==> src/rtl/clk_div_gen.sv <==
`default_nettype none
// ============================================================================
// Module   : clk_div_gen
// Brief    : NUM_CH independent programmable clock dividers with freeze,
//            glitch-free half-period reload and single-cycle edge ticks.
// Revision : 1.0 - initial release
// ============================================================================
module clk_div_gen #(
    parameter int NUM_CH     = 4,
    parameter int CNT_W      = 16,
    parameter int RESET_HALF = 20
) (
    input  logic                    clk1,
    input  logic                    rst,
    input  logic [NUM_CH-1:0]       en,
    input  logic [NUM_CH*CNT_W-1:0] half_per,
    input  logic [NUM_CH-1:0]       load,
    output logic [NUM_CH-1:0]       load_ack,
    output logic [NUM_CH-1:0]       clk_out,
    output logic [NUM_CH-1:0]       rise_tick,
    output logic [NUM_CH-1:0]       fall_tick
);

    localparam logic [CNT_W-1:0] c_reset_half = CNT_W'(RESET_HALF);
    localparam logic [CNT_W-1:0] c_one        = CNT_W'(1);

    for (genvar i = 0; i < NUM_CH; i++) begin : g_ch
        logic [CNT_W-1:0] r_active_half;
        logic [CNT_W-1:0] r_cnt;
        logic [CNT_W-1:0] r_pend_half;
        logic             r_pend_vld;
        logic             r_clk;
        logic             r_rise;
        logic             r_fall;
        logic             r_ack;
        logic [CNT_W-1:0] w_req;
        logic [CNT_W-1:0] w_last;
        logic             w_wrap;

        assign w_req  = half_per[i*CNT_W +: CNT_W];
        // A programmed half-period of 0 behaves as 1, so the terminal count is 0.
        assign w_last = (r_active_half == '0) ? '0 : (r_active_half - c_one);
        assign w_wrap = (r_cnt == w_last);

        always_ff @(posedge clk1) begin
            if (rst) begin
                r_active_half <= c_reset_half;
                r_cnt         <= '0;
                r_pend_half   <= '0;
                r_pend_vld    <= 1'b0;
                r_clk         <= 1'b0;
                r_rise        <= 1'b0;
                r_fall        <= 1'b0;
                r_ack         <= 1'b0;
            end else begin
                r_rise <= 1'b0;
                r_fall <= 1'b0;
                r_ack  <= 1'b0;
                if (en[i]) begin
                    if (w_wrap) begin
                        r_cnt  <= '0;
                        r_clk  <= ~r_clk;
                        r_rise <= ~r_clk;
                        r_fall <= r_clk;
                        // New half-period only takes effect at a phase boundary.
                        if (r_pend_vld) begin
                            r_active_half <= r_pend_half;
                            r_pend_vld    <= 1'b0;
                            r_ack         <= 1'b1;
                        end
                    end else begin
                        r_cnt <= r_cnt + c_one;
                    end
                    // Placed after the apply so a load on a toggle edge stays pending.
                    if (load[i]) begin
                        r_pend_half <= w_req;
                        r_pend_vld  <= 1'b1;
                    end
                end else if (load[i]) begin
                    r_active_half <= w_req;
                    r_cnt         <= '0;
                    r_pend_vld    <= 1'b0;
                    r_ack         <= 1'b1;
                end
            end
        end

        assign clk_out[i]   = r_clk;
        assign rise_tick[i] = r_rise;
        assign fall_tick[i] = r_fall;
        assign load_ack[i]  = r_ack;
    end

endmodule
`default_nettype wire

==> config.mk <==
export PLATFORM = sky130hd
export DESIGN_NAME = clk_div_gen
export DESIGN_NICKNAME = d
export VERILOG_FILES = /design/src/rtl/clk_div_gen.sv
export SDC_FILE = /design/constraint.sdc
export NUM_CORES = 1
export LEC_CHECK = 0
export CAP_MARGIN = 0
export CORE_MARGIN = 2
export CORE_UTILIZATION = 54
export CTS_BUF_LIST = sky130_fd_sc_hd__clkbuf_16
export DETAILED_ROUTE_END_ITERATION = 6
export GPL_TIMING_DRIVEN = 1
export PLACE_DENSITY = 0.82
export SYNTH_ARGS = -nofsm -noshare
export SYNTH_HDL_FRONTEND = slang
export SYNTH_SLANG_ARGS = --single-unit
==> constraint.sdc <==
create_clock -name clk1 -period 3.8 [get_ports clk1]
set_clock_uncertainty 0.1 [all_clocks]
set_input_delay 0.76 -clock clk1 [delete_from_list [all_inputs] [get_ports clk1]]
set_output_delay 0.76 -clock clk1 [all_outputs]
set_load 0.01 [all_outputs]
==> results.sh <==
export IMPL_hold_viol=0
export IMPL_setup_viol=0
export IMPL_wl_per_cell_um=16.7
export IMPL_drc=0
export IMPL_max_slew_margin_pct=20.7
export IMPL_area_growth_pct=15.0
export IMPL_initial_core_util_pct=55.0
export IMPL_path_delay_family="compound AO/OA/AOI/OAI gates"
export IMPL_fin_ws_ns=0.141
export IMPL_critical_path_max_stage_delay_ns=0.69
export IMPL_io_buffers=89
export IMPL_routed_wirelength_um=31200
export IMPL_crit_path_top_delay_cell="or4_1"
export IMPL_first_global_vias=10600
export IMPL_grt_max_degree=118
export IMPL_mostFrequentLayoutCells="dfxtp_1, nand2_1, a21oi_1"
export IMPL_dp_slack_ns=0.0653
export IMPL_fin_crit_ns=3.66
export IMPL_crit_buf_inv=1
export IMPL_rows=55
export IMPL_holdWs_ns=0.349
export IMPL_arrival_ns=3.95
export IMPL_final_max_slew_viol_count=0
export IMPL_ys_seq_area_share_pct=34.1
export IMPL_synthTopCellsByArea="dfxtp_1, nand2_1, a21oi_1"
export IMPL_path_max_fanout=22
export IMPL_gp_congestion=0.924
export IMPL_cts_tree="built"
export IMPL_cts_buffer_depth=3
export IMPL_synthCells=1536
export IMPL_first_pass_iters=6
export IMPL_crit_chain="or4_1, or3_1, o21ai_0, xnor2_1, o2111ai_1, a2111oi_4, a41oi_2, buf_4, mux2i_1, nor2_1"
export IMPL_crit_required_ns=4.09
export IMPL_post_synth_top_area_cell="dfxtp_1"
export IMPL_clk_pin_slew_ns=0.06
export IMPL_final_period_utilization_pct=96.3
export IMPL_fmax_ghz=0.273
export IMPL_hold_class="register to register"
export IMPL_io_pins=90
export IMPL_ys_async_sr_fraction_pct=0
export IMPL_max_vdd_ir_drop_mv=0.439
export IMPL_cts_sinks=212
export IMPL_antennaDiodeCount=0
export IMPL_clockRootBuffer="clkbuf_16"
export IMPL_insertion_delay_ns=0.52
export IMPL_maxCapViolations=0
export IMPL_worst_setup_path_end_kind="register"
export IMPL_ys_flop_type="dfxtp_1"
export IMPL_grt_ovfl_total=0
export IMPL_gr_usage_all_layers_pct=25.2
export IMPL_yosys_area_top_type_share_pct=34.1
export IMPL_synth_warning_count=0
export IMPL_status="finished, final reports clean"
export IMPL_synth_cell_types=97
export IMPL_synth_edf_count=0
export IMPL_ant_nets=0
export IMPL_drt_iter0_markers=860
export IMPL_synth_seq_cells=212
export IMPL_die_area_sq_um=24300
export IMPL_synth_area_sq_um=12400
export IMPL_ctsHoldBuffers=0
export IMPL_nNetsFinal=1653
export IMPL_numCtsBuffers=23
export IMPL_vias=11500
export IMPL_p_leak_nw=5.31
export IMPL_worstMarginPinSlew_ns=1.18
export IMPL_core_area_sq_um=22600
export IMPL_power_per_cell_area_nw_per_um2=389
export IMPL_syn_area_per_cell_sq_um=8.10
export IMPL_final_common_cell="dfxtp_1"
export IMPL_cp_start_kind="register"
export IMPL_via_per_inst=6.13
export IMPL_drive_gt1_share_pct=10.5
export IMPL_dp_hpwl_um=22400
export IMPL_die_width_um=156
export IMPL_die_h_um=156
export IMPL_htreeDepth=1
export IMPL_synth_nets=1618
export IMPL_grt_pass1_wl_um=51500
export IMPL_power_total_mw=5.57
export IMPL_antenna_found_initial=0
export IMPL_critPathKind="register to register"
path summary, 6_finish.rpt:
kind,end,slack (ns),cells after the start,start
min reg2reg,g_ch[2].r_pend_half[4],0.35,2,g_ch[2].r_pend_half[4]
max,g_ch[3].r_active_half[14],0.14,10,g_ch[3].r_active_half[4]
min,g_ch[2].r_pend_half[4],0.35,2,g_ch[2].r_pend_half[4]
max reg2reg,g_ch[3].r_active_half[14],0.14,10,g_ch[3].r_active_half[4]
routing by layer:
metal  up-vias  track usage [%]  wire length, um
li1       5657                -                -
met1      5369             33.8            14000
met2       379             41.7            14500
met3        73             3.42             1740
met4         0             8.74              960
met5         -                0                0
synthesized netlist by cell type (all sizes together) (5+ instances only):
cell type	count
and3	32
buf	47
a31o	17
nand2b	11
or3	19
dfxtp	212
clkbuf	78
a21oi	121
and2	22
or2	6
o31ai	10
nand4	23
a221o	16
a2111oi	8
xnor2	42
a21o	6
nand3b	14
a31oi	41
mux2	16
nand4b	7
or4	28
inv	29
nor4	28
a41oi	6
nand3	42
a211oi	35
o32ai	5
a211o	5
nor3b	11
mux2i	46
nor3	60
nand2	210
a22o	6
xor2	40
nor2b	31
ha	8
nor2	102
o211ai	7
o21ai	32
worst min-delay path, cell delays in order (launching register included):
cell     delay (ns)
dfxtp_1        0.30
nand2_1        0.05
a21oi_1        0.05
layout make-up:
class	instances	area (sq um)
Fill cell	1894	8330
Multi-Input combinational cell	1170	7540
Sequential cell	212	4250
Timing Repair Buffer	135	1260
Clock buffer	23	576
Tap cell	285	357
Clock inverter	18	224
Inverter	29	109
per-stage QoR:
stage	utilization, %	cell area, sq um	setup TNS (ns)	instances
2_1_floorplan	-	12400	0	1536
3_3_place_gp	59.3	13400	0	1825
3_5_place_dp	59.3	13400	0	1825
4_1_cts	62.8	14200	0	1866
5_1_grt	63.2	14300	-0.000461	1872
6_report	63.2	14300	0	1872
sequential cells by signal, indices dropped and copies added (netlist names):
name,cells
g_ch.r_ack,4
g_ch.r_active_half,64
g_ch.r_clk,4
g_ch.r_cnt,64
g_ch.r_fall,4
g_ch.r_pend_half,64
g_ch.r_pend_vld,4
g_ch.r_rise,4
cells by family after synthesis:
group | share of synthesized area (%)
compound gates | 19.6
xor+xnor | 6.34
fa+ha+maj | 0.804
buf+inv | 5.68
flops | 34.1
mux | 5.15
simple gates | 28.3
power breakdown:
part	switching, mW	internal (mW)
clock network	0.931	1.44
logic	0.432	0.360
registers	0.0995	2.31
total	1.46	4.11
timing repair:
action                     CTS  global route
setup buffers                0             6
gates resized for setup      0             9
setup endpoints to repair    0            55
(Power assumes the default switching activity.)
